$ cat src/rtl/nbody_host_seq.sv
// Bus initiator that drives the nbody accelerator in place of software: configure,
// load bodies, run, poll DONE, stream positions back, and optionally keep re-running.
module nbody_host_seq #(
    parameter int BODIES        = 512,
    parameter int DATA_WIDTH    = 64,
    parameter int ADDR_WIDTH    = 16,
    parameter int ReadLatency   = 2,
    parameter int PollInterval  = 16,
    parameter int TimeoutCycles = 2**24
) (
    input  logic                       clk,
    input  logic                       rst_n,
    input  logic                       start,
    input  logic [$clog2(BODIES)-1:0]  n_bodies,
    input  logic [DATA_WIDTH-1:0]      gap,
    input  logic                       continuous,
    input  logic                       stop,
    input  logic                       body_valid,
    output logic                       body_ready,
    input  logic [DATA_WIDTH-1:0]      body_x,
    input  logic [DATA_WIDTH-1:0]      body_y,
    input  logic [DATA_WIDTH-1:0]      body_m,
    input  logic [DATA_WIDTH-1:0]      body_vx,
    input  logic [DATA_WIDTH-1:0]      body_vy,
    output logic                       res_valid,
    input  logic                       res_ready,
    output logic [$clog2(BODIES)-1:0]  res_idx,
    output logic [DATA_WIDTH-1:0]      res_x,
    output logic [DATA_WIDTH-1:0]      res_y,
    output logic                       busy,
    output logic                       frame_done,
    output logic                       error,
    output logic [ADDR_WIDTH-1:0]      address,
    output logic [DATA_WIDTH-1:0]      writedata,
    output logic                       read,
    output logic                       write,
    output logic                       chipselect,
    input  logic [DATA_WIDTH-1:0]      readdata
);

    localparam int BAW = $clog2(BODIES);
    localparam int OPW = ADDR_WIDTH - BAW;
    localparam int TW  = $clog2(TimeoutCycles + 1);
    localparam int RCW = $clog2(ReadLatency + 1);
    localparam int PW  = $clog2(PollInterval + 1);

    localparam logic [OPW-1:0] OP_GO     = OPW'(8'h00);
    localparam logic [OPW-1:0] OP_READ   = OPW'(8'h01);
    localparam logic [OPW-1:0] OP_NBODY  = OPW'(8'h02);
    localparam logic [OPW-1:0] OP_X      = OPW'(8'h03);
    localparam logic [OPW-1:0] OP_GAP    = OPW'(8'h08);
    localparam logic [OPW-1:0] OP_DONE   = OPW'(8'h40);
    localparam logic [OPW-1:0] OP_RX     = OPW'(8'h41);
    localparam logic [OPW-1:0] OP_RY     = OPW'(8'h42);
    localparam logic [BAW-1:0] IDX0      = '0;

    typedef enum logic [2:0] {
        S_IDLE, S_CFG, S_LOAD, S_ARM, S_POLL, S_RDBK, S_END
    } state_t;

    state_t                state_q;
    logic [2:0]            step_q;
    logic [BAW-1:0]        idx_q;
    logic [BAW-1:0]        n_q;
    logic [DATA_WIDTH-1:0] gap_q;
    logic [TW-1:0]         timer_q;
    logic [PW-1:0]         wait_q;
    logic [RCW-1:0]        rd_cnt_q;
    logic                  rd_wait_q;
    logic [DATA_WIDTH-1:0] body_q [5];
    logic [ADDR_WIDTH-1:0] address_q;
    logic [DATA_WIDTH-1:0] writedata_q;
    logic                  read_q;
    logic                  write_q;
    logic                  chipselect_q;
    logic                  body_ready_q;
    logic                  res_valid_q;
    logic [BAW-1:0]        res_idx_q;
    logic [DATA_WIDTH-1:0] res_x_q;
    logic [DATA_WIDTH-1:0] res_y_q;
    logic                  frame_done_q;
    logic                  error_q;
    logic [BAW-1:0]        last_idx;
    logic                  timed_out;

    assign last_idx  = n_q - BAW'(1);
    assign timed_out = (timer_q == TW'(TimeoutCycles));

    // Bus strobes clear one cycle after a write and after the read hold; the
    // sequencer only advances when the bus is free, which yields the idle gap.
    always_ff @(posedge clk or negedge rst_n) begin
        if (!rst_n) begin
            state_q      <= S_IDLE;
            step_q       <= '0;
            idx_q        <= '0;
            n_q          <= '0;
            gap_q        <= '0;
            timer_q      <= '0;
            wait_q       <= '0;
            rd_cnt_q     <= '0;
            rd_wait_q    <= 1'b0;
            for (int k = 0; k < 5; k++) body_q[k] <= '0;
            address_q    <= '0;
            writedata_q  <= '0;
            read_q       <= 1'b0;
            write_q      <= 1'b0;
            chipselect_q <= 1'b0;
            body_ready_q <= 1'b0;
            res_valid_q  <= 1'b0;
            res_idx_q    <= '0;
            res_x_q      <= '0;
            res_y_q      <= '0;
            frame_done_q <= 1'b0;
            error_q      <= 1'b0;
        end else begin
            frame_done_q <= 1'b0;
            rd_wait_q    <= 1'b0;
            if (state_q == S_POLL && !timed_out)
                timer_q <= timer_q + TW'(1);

            if (write_q) begin
                write_q      <= 1'b0;
                chipselect_q <= 1'b0;
            end else if (read_q) begin
                if (rd_cnt_q == RCW'(ReadLatency - 1)) begin
                    read_q       <= 1'b0;
                    chipselect_q <= 1'b0;
                    rd_cnt_q     <= '0;
                    rd_wait_q    <= 1'b1;
                end else begin
                    rd_cnt_q <= rd_cnt_q + RCW'(1);
                end
            end else begin
                unique case (state_q)
                    S_IDLE: begin
                        if (start) begin
                            if (n_bodies == '0) begin
                                error_q <= 1'b1;
                            end else begin
                                n_q     <= n_bodies;
                                gap_q   <= gap;
                                error_q <= 1'b0;
                                step_q  <= '0;
                                state_q <= S_CFG;
                            end
                        end
                    end
                    S_CFG: begin
                        write_q      <= 1'b1;
                        chipselect_q <= 1'b1;
                        step_q       <= step_q + 3'd1;
                        case (step_q)
                            3'd0: begin
                                address_q   <= {OP_NBODY, IDX0};
                                writedata_q <= DATA_WIDTH'(n_q);
                            end
                            3'd1: begin
                                address_q   <= {OP_GAP, IDX0};
                                writedata_q <= gap_q;
                            end
                            3'd2: begin
                                address_q   <= {OP_READ, IDX0};
                                writedata_q <= '0;
                            end
                            default: begin
                                address_q   <= {OP_GO, IDX0};
                                writedata_q <= '0;
                                state_q     <= S_LOAD;
                                step_q      <= '0;
                                idx_q       <= '0;
                            end
                        endcase
                    end
                    S_LOAD: begin
                        if (step_q == 3'd0) begin
                            if (!body_ready_q) begin
                                body_ready_q <= 1'b1;
                            end else if (body_valid) begin
                                body_ready_q <= 1'b0;
                                body_q[0]    <= body_x;
                                body_q[1]    <= body_y;
                                body_q[2]    <= body_m;
                                body_q[3]    <= body_vx;
                                body_q[4]    <= body_vy;
                                step_q       <= 3'd1;
                            end
                        end else begin
                            // X..VY opcodes are contiguous, so step 1..5 maps onto them directly.
                            write_q      <= 1'b1;
                            chipselect_q <= 1'b1;
                            address_q    <= {OP_X + OPW'(step_q - 3'd1), idx_q};
                            writedata_q  <= body_q[step_q - 3'd1];
                            if (step_q == 3'd5) begin
                                step_q <= '0;
                                if (idx_q == last_idx) state_q <= S_ARM;
                                else                   idx_q   <= idx_q + BAW'(1);
                            end else begin
                                step_q <= step_q + 3'd1;
                            end
                        end
                    end
                    S_ARM: begin
                        write_q      <= 1'b1;
                        chipselect_q <= 1'b1;
                        address_q    <= {OP_GO, IDX0};
                        writedata_q  <= DATA_WIDTH'(1);
                        state_q      <= S_POLL;
                        step_q       <= '0;
                        timer_q      <= '0;
                    end
                    S_POLL: begin
                        if (step_q == 3'd1) begin
                            if (rd_wait_q) begin
                                if (readdata[0]) begin
                                    write_q      <= 1'b1;
                                    chipselect_q <= 1'b1;
                                    address_q    <= {OP_READ, IDX0};
                                    writedata_q  <= DATA_WIDTH'(1);
                                    state_q      <= S_RDBK;
                                    step_q       <= '0;
                                    idx_q        <= '0;
                                end else begin
                                    step_q <= 3'd2;
                                    wait_q <= '0;
                                end
                            end
                        end else if (timed_out) begin
                            write_q      <= 1'b1;
                            chipselect_q <= 1'b1;
                            address_q    <= {OP_GO, IDX0};
                            writedata_q  <= '0;
                            error_q      <= 1'b1;
                            state_q      <= S_IDLE;
                            step_q       <= '0;
                        end else if (step_q == 3'd0) begin
                            read_q       <= 1'b1;
                            chipselect_q <= 1'b1;
                            address_q    <= {OP_DONE, IDX0};
                            rd_cnt_q     <= '0;
                            step_q       <= 3'd1;
                        end else if (wait_q == PW'(PollInterval - 1)) begin
                            step_q <= '0;
                        end else begin
                            wait_q <= wait_q + PW'(1);
                        end
                    end
                    S_RDBK: begin
                        case (step_q)
                            3'd0: begin
                                read_q       <= 1'b1;
                                chipselect_q <= 1'b1;
                                address_q    <= {OP_RX, idx_q};
                                rd_cnt_q     <= '0;
                                step_q       <= 3'd1;
                            end
                            3'd1: begin
                                if (rd_wait_q) begin
                                    res_x_q      <= readdata;
                                    read_q       <= 1'b1;
                                    chipselect_q <= 1'b1;
                                    address_q    <= {OP_RY, idx_q};
                                    rd_cnt_q     <= '0;
                                    step_q       <= 3'd2;
                                end
                            end
                            3'd2: begin
                                if (rd_wait_q) begin
                                    res_y_q     <= readdata;
                                    res_idx_q   <= idx_q;
                                    res_valid_q <= 1'b1;
                                    step_q      <= 3'd3;
                                end
                            end
                            default: begin
                                // No further reads are issued until the held result is taken.
                                if (res_ready) begin
                                    res_valid_q <= 1'b0;
                                    step_q      <= '0;
                                    if (idx_q == last_idx) begin
                                        frame_done_q <= 1'b1;
                                        state_q      <= S_END;
                                    end else begin
                                        idx_q <= idx_q + BAW'(1);
                                    end
                                end
                            end
                        endcase
                    end
                    S_END: begin
                        write_q      <= 1'b1;
                        chipselect_q <= 1'b1;
                        writedata_q  <= '0;
                        if (step_q == 3'd0) begin
                            if (continuous && !stop) begin
                                address_q <= {OP_READ, IDX0};
                                state_q   <= S_POLL;
                                timer_q   <= '0;
                            end else begin
                                address_q <= {OP_GO, IDX0};
                                step_q    <= 3'd1;
                            end
                        end else begin
                            address_q <= {OP_READ, IDX0};
                            state_q   <= S_IDLE;
                            step_q    <= '0;
                        end
                    end
                    default: begin
                        state_q <= S_IDLE;
                        step_q  <= '0;
                    end
                endcase
            end
        end
    end

    assign busy       = (state_q != S_IDLE);
    assign body_ready = body_ready_q;
    assign res_valid  = res_valid_q;
    assign res_idx    = res_idx_q;
    assign res_x      = res_x_q;
    assign res_y      = res_y_q;
    assign frame_done = frame_done_q;
    assign error      = error_q;
    assign address    = address_q;
    assign writedata  = writedata_q;
    assign read       = read_q;
    assign write      = write_q;
    assign chipselect = chipselect_q;

endmodule

$ cat config.mk
export PLATFORM = sky130hd
export DESIGN_NAME = nbody_host_seq
export DESIGN_NICKNAME = d
export VERILOG_FILES = /design/src/rtl/nbody_host_seq.sv
export SDC_FILE = /design/constraint.sdc
export NUM_CORES = 1
export LEC_CHECK = 0
export ABC_AREA = 1
export CORE_AREA = 10 10 247 296
export DETAILED_ROUTE_END_ITERATION = 10
export DIE_AREA = 0 0 257 306
export PLACE_DENSITY_LB_ADDON = 0.1
export SYNTH_ARGS = -nofsm -noshare
export SYNTH_HDL_FRONTEND = slang
export SYNTH_SLANG_ARGS = --single-unit
$ cat constraint.sdc
create_clock -name clk -period 8 [get_ports clk]
set_input_delay 1.6 -clock clk [delete_from_list [all_inputs] [get_ports clk]]
set_output_delay 1.6 -clock clk [all_outputs]
set_load 0.03 [all_outputs]
## After elaboration in Yosys (flattened, before gate mapping)

Cells that the tools add are included.

- $add $sub $neg: 9
- Magnitude comparators: 1
- Eq/ne operators: 58
- Muxes and demuxes: 134
- Bitwise operators: 5
- Reduce and logical (&&, ||, !) cells: 33

Operators with widths:

| operator | count |
|---|---|
| $mux 64 | 7 |
| $pmux 64 s5 | 1 |
| $bmux 64 s3 | 1 |
| $mux 16 | 8 |
| $pmux 64 s2 | 1 |
| $mux 25 | 5 |
| $mux 3 | 32 |
| $pmux 16 s6 | 1 |
| $mux 9 | 9 |
| $pmux 25 s2 | 1 |
| $mux 1 | 39 |
| $pmux 13 s3 | 1 |
| $ne 2x2->1 const B | 18 |
| $pmux 9 s4 | 1 |
| $ne 3x3->1 const B | 11 |
| $pmux 16 s2 | 1 |
| $mux 5 | 6 |
| $add 25x1->25 const B | 1 |
| $eq 25x25->1 const B | 1 |
| $ne 5x5->1 const B | 5 |
| $pmux 3 s7 | 1 |
| $pmux 3 s6 | 1 |
| $reduce_and 6->1 | 3 |
| $reduce_and 8->1 | 2 |
| 49 further kinds | 83 |

- Register bits after elaboration: 665
- Bits of input ports: 464
- Output and inout bits: 225
- Logic and storage cells: 266

## Depth between registers and ports, before layout

Gate-level depths: netlist (run 1).

- Word-level depth: 9
- Mapped depth: 15
- Depth with buffers taken out: 15

## Worst setup path before layout (run 1)

No wires, ideal clock.

- Path kind: register to register
- Start: reg step_q[0]
- End: reg writedata_q[0], in the netlist writedata[0]
- Library setup time: 121 ps
- Arrival: 2564 ps
- Required time: 7879 ps
- Setup slack: 5315 ps
- Stages on the path, launching flop included: 16
- Path buffers: 5
- Clock period less this slack: 2685 ps
- Cells stage by stage: dfrtp_1 > inv_1 > buf_2 > buf_1 > ha_1 > buf_2 > clkinv_1 > buf_2 > buf_1 > nand3_1 > nand3_1 > o21ai_0 > nand2_1 > nand3_1 > nand2_1 > o21ai_1

- Cells in the longest elaborated chain, start to end: 7
- Elaborated cells between the ends (all ways): 16

RTL lines:

| item | RTL line | source |
|---|---|---|
| start: declaration | 62 | `logic [2:0] step_q;` |
| start signal: assignment | 151 | `step_q <= step_q + 3'd1;` |
| start signal: assignment | 198 | `step_q <= step_q + 3'd1;` |
| $sub 3x1->3 | 192 | `writedata_q <= body_q[step_q - 3'd1];` |
| $not 3->4 (not written as such) | 192 |  |
| $bmux 64 s3 | 192 |  |
| $mux 64 (not written as such) (2 in a row) | 192 |  |
| $mux 64 | 175 | `if (step_q == 3'd0) begin` |
| $pmux 64 s5 | 134 | `unique case (state_q)` |
| end signal: assignment | 155 | `writedata_q <= DATA_WIDTH'(n_q);` |
| end signal: assignment | 159 | `writedata_q <= gap_q;` |
| end signal: assignment | 192 |  |
| end: declaration | 72 | `logic [DATA_WIDTH-1:0] writedata_q;` |

Several ways; a longest one is shown, not always the timed one. The select of a mux whose other input is x is not followed.
A chain may end at the register's enable or synchronous reset.

## Worst setup path in the final report (run 1)

- Start: reg step_q[0]
- End: reg writedata_q[30], in the netlist writedata[30]

Same word-level chain as after synthesis.

==> results of run 1 <==
==> state kept, by name, indices dropped and copies added, names as in the netlist <==
signal,count
body_q,320
gap_q,64
res_x,64
res_y,64
writedata,64
timer_q,25
address,15
idx_q,9
n_q,9
res_idx,9
wait_q,5
state_q,3
step_q,3
rd_cnt_q,2
body_ready,1
chipselect,1
error,1
frame_done,1
rd_wait_q,1
read,1
res_valid,1
write,1
==> power breakdown <==
group / switching, uW / leakage (uW) / internal, uW / total [uW]
sequential: 694 / 0.00785 / 4570 / 5270
combinational: 3660 / 0.00990 / 1930 / 5590
clock: 1430 / 0.00117 / 1950 / 3380
total: 5790 / 0.0189 / 8460 / 14200
==> cells by family after synthesis <==
kind of cell    after synthesis  synth area share
xor+xnor                     24           0.00701
buf+inv                     464            0.0673
fa+ha+maj                    11           0.00459
simple gates               1808             0.233
compound gates              725             0.133
mux                           2          0.000751
flops                       664             0.554
==> synthesized netlist by cell type (2+ instances only) <==
| cell | instances | share of area |
|---|---|---|
| o211ai_1 | 10 | 0.0025 |
| a21boi_0 | 5 | 0.0013 |
| dfrtp_1 | 664 | 0.55 |
| a22o_1 | 3 | 0.00088 |
| nand2_1 | 1361 | 0.17 |
| and2_1 | 2 | 0.00042 |
| o2111ai_1 | 2 | 0.00058 |
| buf_4 | 27 | 0.0068 |
| o22ai_1 | 28 | 0.0058 |
| o21a_1 | 2 | 0.00050 |
| o21ai_1 | 7 | 0.0012 |
| a21oi_1 | 79 | 0.013 |
| a21oi_2 | 40 | 0.012 |
| nor3_2 | 2 | 0.00067 |
| nor3_1 | 16 | 0.0027 |
| mux2_2 | 2 | 0.00075 |
| inv_1 | 243 | 0.030 |
| nand3_1 | 54 | 0.0090 |
| buf_6 | 16 | 0.0060 |
| nor2_4 | 2 | 0.00075 |
| buf_1 | 16 | 0.0020 |
| nand4_1 | 15 | 0.0031 |
| o21ai_0 | 508 | 0.085 |
| buf_2 | 43 | 0.0072 |
| nor2_2 | 5 | 0.0010 |
| xnor2_1 | 9 | 0.0026 |
| xor2_1 | 15 | 0.0044 |
| ha_1 | 11 | 0.0046 |
| inv_2 | 9 | 0.0011 |
| nand2_2 | 2 | 0.00042 |
| a211oi_1 | 2 | 0.00050 |
| nor2_1 | 344 | 0.043 |
| clkinv_1 | 3 | 0.00038 |
| a22oi_1 | 35 | 0.0088 |
| clkbuf_1 | 107 | 0.013 |
==> metrics by stage <==
stage               area (um^2)  instances
floorplan                 30000       3698
global placement          37300       5103
detailed placement        37300       5103
CTS                       39600       5233
global route              39700       5245
finish                    39700       5246
==> cell type report <==
class / instances / area share
clock inverter: 25 / 0.00732
tap: 901 / 0.0284
sequential: 664 / 0.419
antenna: 13 / 0.000820
clock buffer: 105 / 0.0526
inverter: 255 / 0.0242
multi-input combinational: 2570 / 0.287
timing repair buffer: 713 / 0.180
==> layer usage <==
metal | vias to the layer above | track usage
li1 | 12892 | -
met3 | 144 | 0.0668
met1 | 12700 | 0.347
met5 | - | 0
met4 | 14 | 0.0891
met2 | 948 | 0.444
==> how the worst max path moves through the flow <==
stage / from / depth (start not counted) / slack (ns) / to
after CTS: step_q[0] / 11 / 3.45 / writedata[36]
after floorplan: step_q[0] / 15 / 5.32 / writedata[0]
after global routing: step_q[0] / 11 / 3.04 / writedata[30]
after detailed placement: step_q[0] / 11 / 3.47 / writedata[30]
final: step_q[0] / 11 / 3.36 / writedata[30]
after global placement: step_q[0] / 11 / 3.51 / writedata[39]
==> metrics, run 1 <==
Hold Crit Depth=1; vias in the first global route=26,037; IR drop worst, VDD=0.199 mV; Async S/R FF share, synth=1.00; htree depth=3; CP required=8.54 ns; most frequent cells in the layout=nand2_1 (1,358), clkdlybuf4s50_1 (687), dfrtp_1 (663), o21ai_0 (508), nor2_1 (343); post-CTS sizing=0; CP Buf/Inv Count=4; Vias/cell=5.09; initial antenna violation count=19; # setup viols final=0; Hold-fix buffers, CTS=0; syn_nets=4,173; CORE AREA=66,900 um^2; post-layout power=14,200 uW; share of cells above drive strength 1=0.0496; antenna-violating nets left=0; Slowest-stage cell, CP=inv_2; Post-Syn Area=30,000 um^2; final net count=4,750; Initial Util=0.448; IO Port Bufs=688; num rows=104; highest clock rate=0.215 GHz; Final period util=0.580; top layer used by detailed routing=met5; post-synthesis cell type count=44; RePlAce Congestion=0.930; part of the Yosys area used for sequential elements=0.554; count of final hold-check violations=0; Slew @ Worst Pin=1.14 ns; fillers=6,142; clock skew=0.0202 ns; routed len/inst=21.0 um; CP endpoint kind=flop; CP max stage delay=0.87 ns; Rel. slew slack=0.239; Max-Cap Viols=0; Tmin final=4.64 ns; most used cell, CP=o21ai_0; Hold Slack=0.462 ns; final worst slack=3.36 ns; Worst-path clk slew=0.06 ns; r2r worst-path depth=11; Hold Path End=rd_wait_q; Post-Synthesis Cells=3,698; status=finished clean; Hold Startpoint=rd_cnt_q[1]; unrepaired setup endpoints after global routing=false; fin util=0.593; synth-to-layout area growth=32.4%; largest net degree at the start of global routing=241; Post-Route WL=110 mm; Die Wd=257 um; HPWL after DPL=79.2 mm; R2R setup slack=3.36 ns; maximum clock insertion buffer count=3; fin. max-slew vios=0; via count=26,698; first-pass GRT wire length=165 mm; Worst setup SP type=flop; Routed met2 length=52.6 mm; # clock sinks=664; Reg2Reg Launch Point=step_q[0]; Residual DRC=0; r2r endpoint=writedata[30]; Sequential Area=16,600 um^2; Worst-Skew Late Latency=0.62 ns; mean area per synthesized cell=8.10 um^2; met1 WL=46.2 mm; #FFs+latches synth=664; met3 WL post-DR=8.21 mm; CP Class=flop to flop; Total GRT Usage=0.271; I/O pin total=689; CTS tree=built; Num CTS Buffers=71; post-CTS setup buffer count=0; Worst Path Arrival=5.19 ns; Die Ht=306 um; ys flop type=dfrtp_1; final setup TNS=0 ns; CP top delay family=buffers and inverters; die area=78,600 um^2; Post-synth EDFFs=0; area of the multi-input gates=11,400 um^2; starting DRC count in detailed routing=2,503; Worst Hold Class=flop to flop; Yosys warnings=0; critical path fanouts, max=60; PD cells=359 nW/um^2; count of TritonRoute iterations in the first routing pass=7; most common cell after layout, fill and taps aside=nand2_1; root buffer cell=clkbuf_16; Remaining Overflow, GRT=0; CP cell instances=inv_4, ha_2, buf_4, inv_2, buf_4, o21ai_0, o21ai_0, nand2_1, o21ai_0, a21oi_1, a21oi_2; worst slack at placement=3.47 ns; leakage=0.0189 uW
No activity file was read; power rests on OpenSTA's default activity.
==> run 2, diff against run 1 <==
==> constraint.sdc (replaced) <==
create_clock -name clk -period 4.79 [get_ports clk]
set_input_delay 0.958 -clock clk [delete_from_list [all_inputs] [get_ports clk]]
set_output_delay 0.958 -clock clk [all_outputs]
set_load 0.03 [all_outputs]
==> metrics, run 2 (synthesis gave the netlist of run 1 again) <==
Worst Hold Class=input port to asynchronous set/reset pin; routed len/inst=21.3 um (+1.7%); initial antenna violation count=29 (+10); Num CTS Buffers=71 (unchanged); met2 GRT Util=0.442 (-0.00235); CP endpoint kind=flop; PD cells=598 nW/um^2 (+67%); NetSw=9650 uW (+67%); first-pass GRT wire length=169 mm (+2.5%); internal power=14,200 uW (+68%); Worst Path Arrival=3.92 ns (-1.27 ns); post-CTS sizing=0 (unchanged); fin. max-slew vios=0 (unchanged); Max-Cap Viols=0 (unchanged); CP Buf/Inv Count=4 (unchanged); Die Ht=306 um (unchanged); CP top delay family=buffers and inverters; Slew @ Worst Pin=0.973 ns (-0.169 ns); status=finished clean; final net count=4,769 (+0.40%); Gate power share=0.396 (+0.003); CP Class=flop to flop; Worst-Skew Late Latency=0.61 ns (about the same); # setup viols final=0 (unchanged); met3 Use GR=0.0677 (+0.000904); CP cell instances=inv_4, buf_4, ha_1, or2_2, nand2_2, inv_1, nand3_2, buf_4, o21ai_0, a22oi_1, a21oi_1; Residual DRC=0 (unchanged); die area=78,600 um^2 (unchanged); Remaining Overflow, GRT=0 (unchanged); antenna-violating nets left=0 (unchanged); maximum clock insertion buffer count=3 (unchanged); I/O pin total=689 (unchanged); num rows=104 (unchanged); synth-to-layout area growth=33.1%; via count=27,008 (+1.2%); final worst slack=1.40 ns (-1.95 ns); Clock power frac=0.235 (-0.003); Tmin final=3.39 ns (-1.26 ns); Final period util=0.707 (+0.127); Rel. slew slack=0.350 (+0.111); HPWL after DPL=83.6 mm (+5.7%); GRT busiest layer=met2; most common cell after layout, fill and taps aside=nand2_1; share of cells above drive strength 1=0.0543 (+0.00467); IO Port Bufs=688 (unchanged); CP max stage delay=0.63 ns (-0.24 ns); starting DRC count in detailed routing=2,200 (-12%); leakage=0.0190 uW (+0.62%); clock skew=0.0193 ns (-0.000877 ns); # clock sinks=664 (unchanged); Largest Register=body_q; critical path fanouts, max=64 (+6.7%); root buffer cell=clkbuf_16; sequential share of power=0.368 (-0.002); unrepaired setup endpoints after global routing=false; CTS tree=built; worst slack at placement=1.38 ns (-2.10 ns); Die Wd=257 um (unchanged); R2R setup slack=1.40 ns (-1.95 ns); Vias/cell=5.13 (+0.76%); RePlAce Congestion=0.941 (+1.1%); post-CTS setup buffer count=0 (unchanged); Worst-path clk slew=0.06 ns (about the same); Total GRT Usage=0.279 (+0.00815); vias in the first global route=26,678 (+2.5%); post-layout power=23,900 uW (+68%); Slowest-stage cell, CP=nand3_2; Post-Route WL=112 mm (+2.1%); largest net degree at the start of global routing=139 (-42%); Sw Ratio=0.404 (-0.00212); most used cell, CP=buf_4; highest clock rate=0.295 GHz (+37%); Worst setup SP type=flop; max reg flops=320 (unchanged); Hold-fix buffers, CTS=0 (unchanged); CP required=5.32 ns (-3.22 ns); most frequent cells in the layout=nand2_1 (1,358), clkdlybuf4s50_1 (687), dfrtp_1 (663), o21ai_0 (508), nor2_1 (343); IR drop worst, VDD=0.387 mV (+95%); final setup TNS=0 ns (unchanged); CORE AREA=66,900 um^2 (unchanged); Initial Util=0.448 (unchanged); GR Util met1=0.368 (+0.0210); count of final hold-check violations=0 (unchanged); htree depth=3 (unchanged); count of TritonRoute iterations in the first routing pass=6 (-1)
-- run 2: power by group through the flow --
| stage | logic (uW) | clock network (uW) | registers (uW) |
|---|---|---|---|
| 2_1_floorplan | 5520 | 0 | 9170 |
| 3_3_place_gp | 9290 | 0 | 8830 |
| 3_5_place_dp | 9400 | 0 | 8860 |
| 4_1_cts | 9460 | 5720 | 8780 |
| 5_1_grt | 10500 | 5960 | 9020 |
| 6_report | 9460 | 5620 | 8790 |
-- run 2: layout make-up --
cell class	count	area, um^2
diodes	20	50.0
clock buffers	97	2070
clock inverters	28	294
fillers	6157	27000
inverters	255	961
multi-input cells	2570	11400
flip-flops and latches	664	16600
well taps	901	1130
repair buffers	732	7370
-- run 2: path summary, 6_finish.rpt --
path	from	to	cells past startpoint
max	step_q[0]	writedata[14]	11
min	rst_n	timer_q[6]	1
max reg2reg	step_q[0]	writedata[14]	11
min reg2reg	rd_cnt_q[1]	rd_wait_q	1
max in group asynchronous	rst_n	body_q[100]	2
min in group clk	rd_cnt_q[1]	rd_wait_q	1
-- run 2: worst reg2reg max path, delay by kind of cell (launching register included) --
family                   cells  cell delay [ns]
AND/OR/NAND/NOR              3             0.79
adder cells (fa/ha/maj)      1             0.27
AO/OA/AOI/OAI                3             0.54
buffers and inverters        4             1.22
flip-flops                   1             0.50
-- run 2: per-layer routing --
layer	part of all wire	routed length, um
met4	0.026	2930
met5	0.0011	126
met3	0.083	9270
met1	0.42	46600
met2	0.48	53400
-- run 2: through the flow --
| stage | instance area (um^2) | utilization | hold slack [ns] | std cells |
|---|---|---|---|---|
| final | 39900 | 0.596 | 0.401 | 5267 |
| after global routing | 39900 | 0.596 | 0.435 | 5264 |
| after CTS | 39800 | 0.596 | 0.407 | 5247 |
| after detailed placement | 37500 | 0.560 | 0.448 | 5122 |
| after global placement | 37500 | 0.560 | 0.441 | 5122 |
| after floorplan | 30000 | - | 0.419 | 3698 |
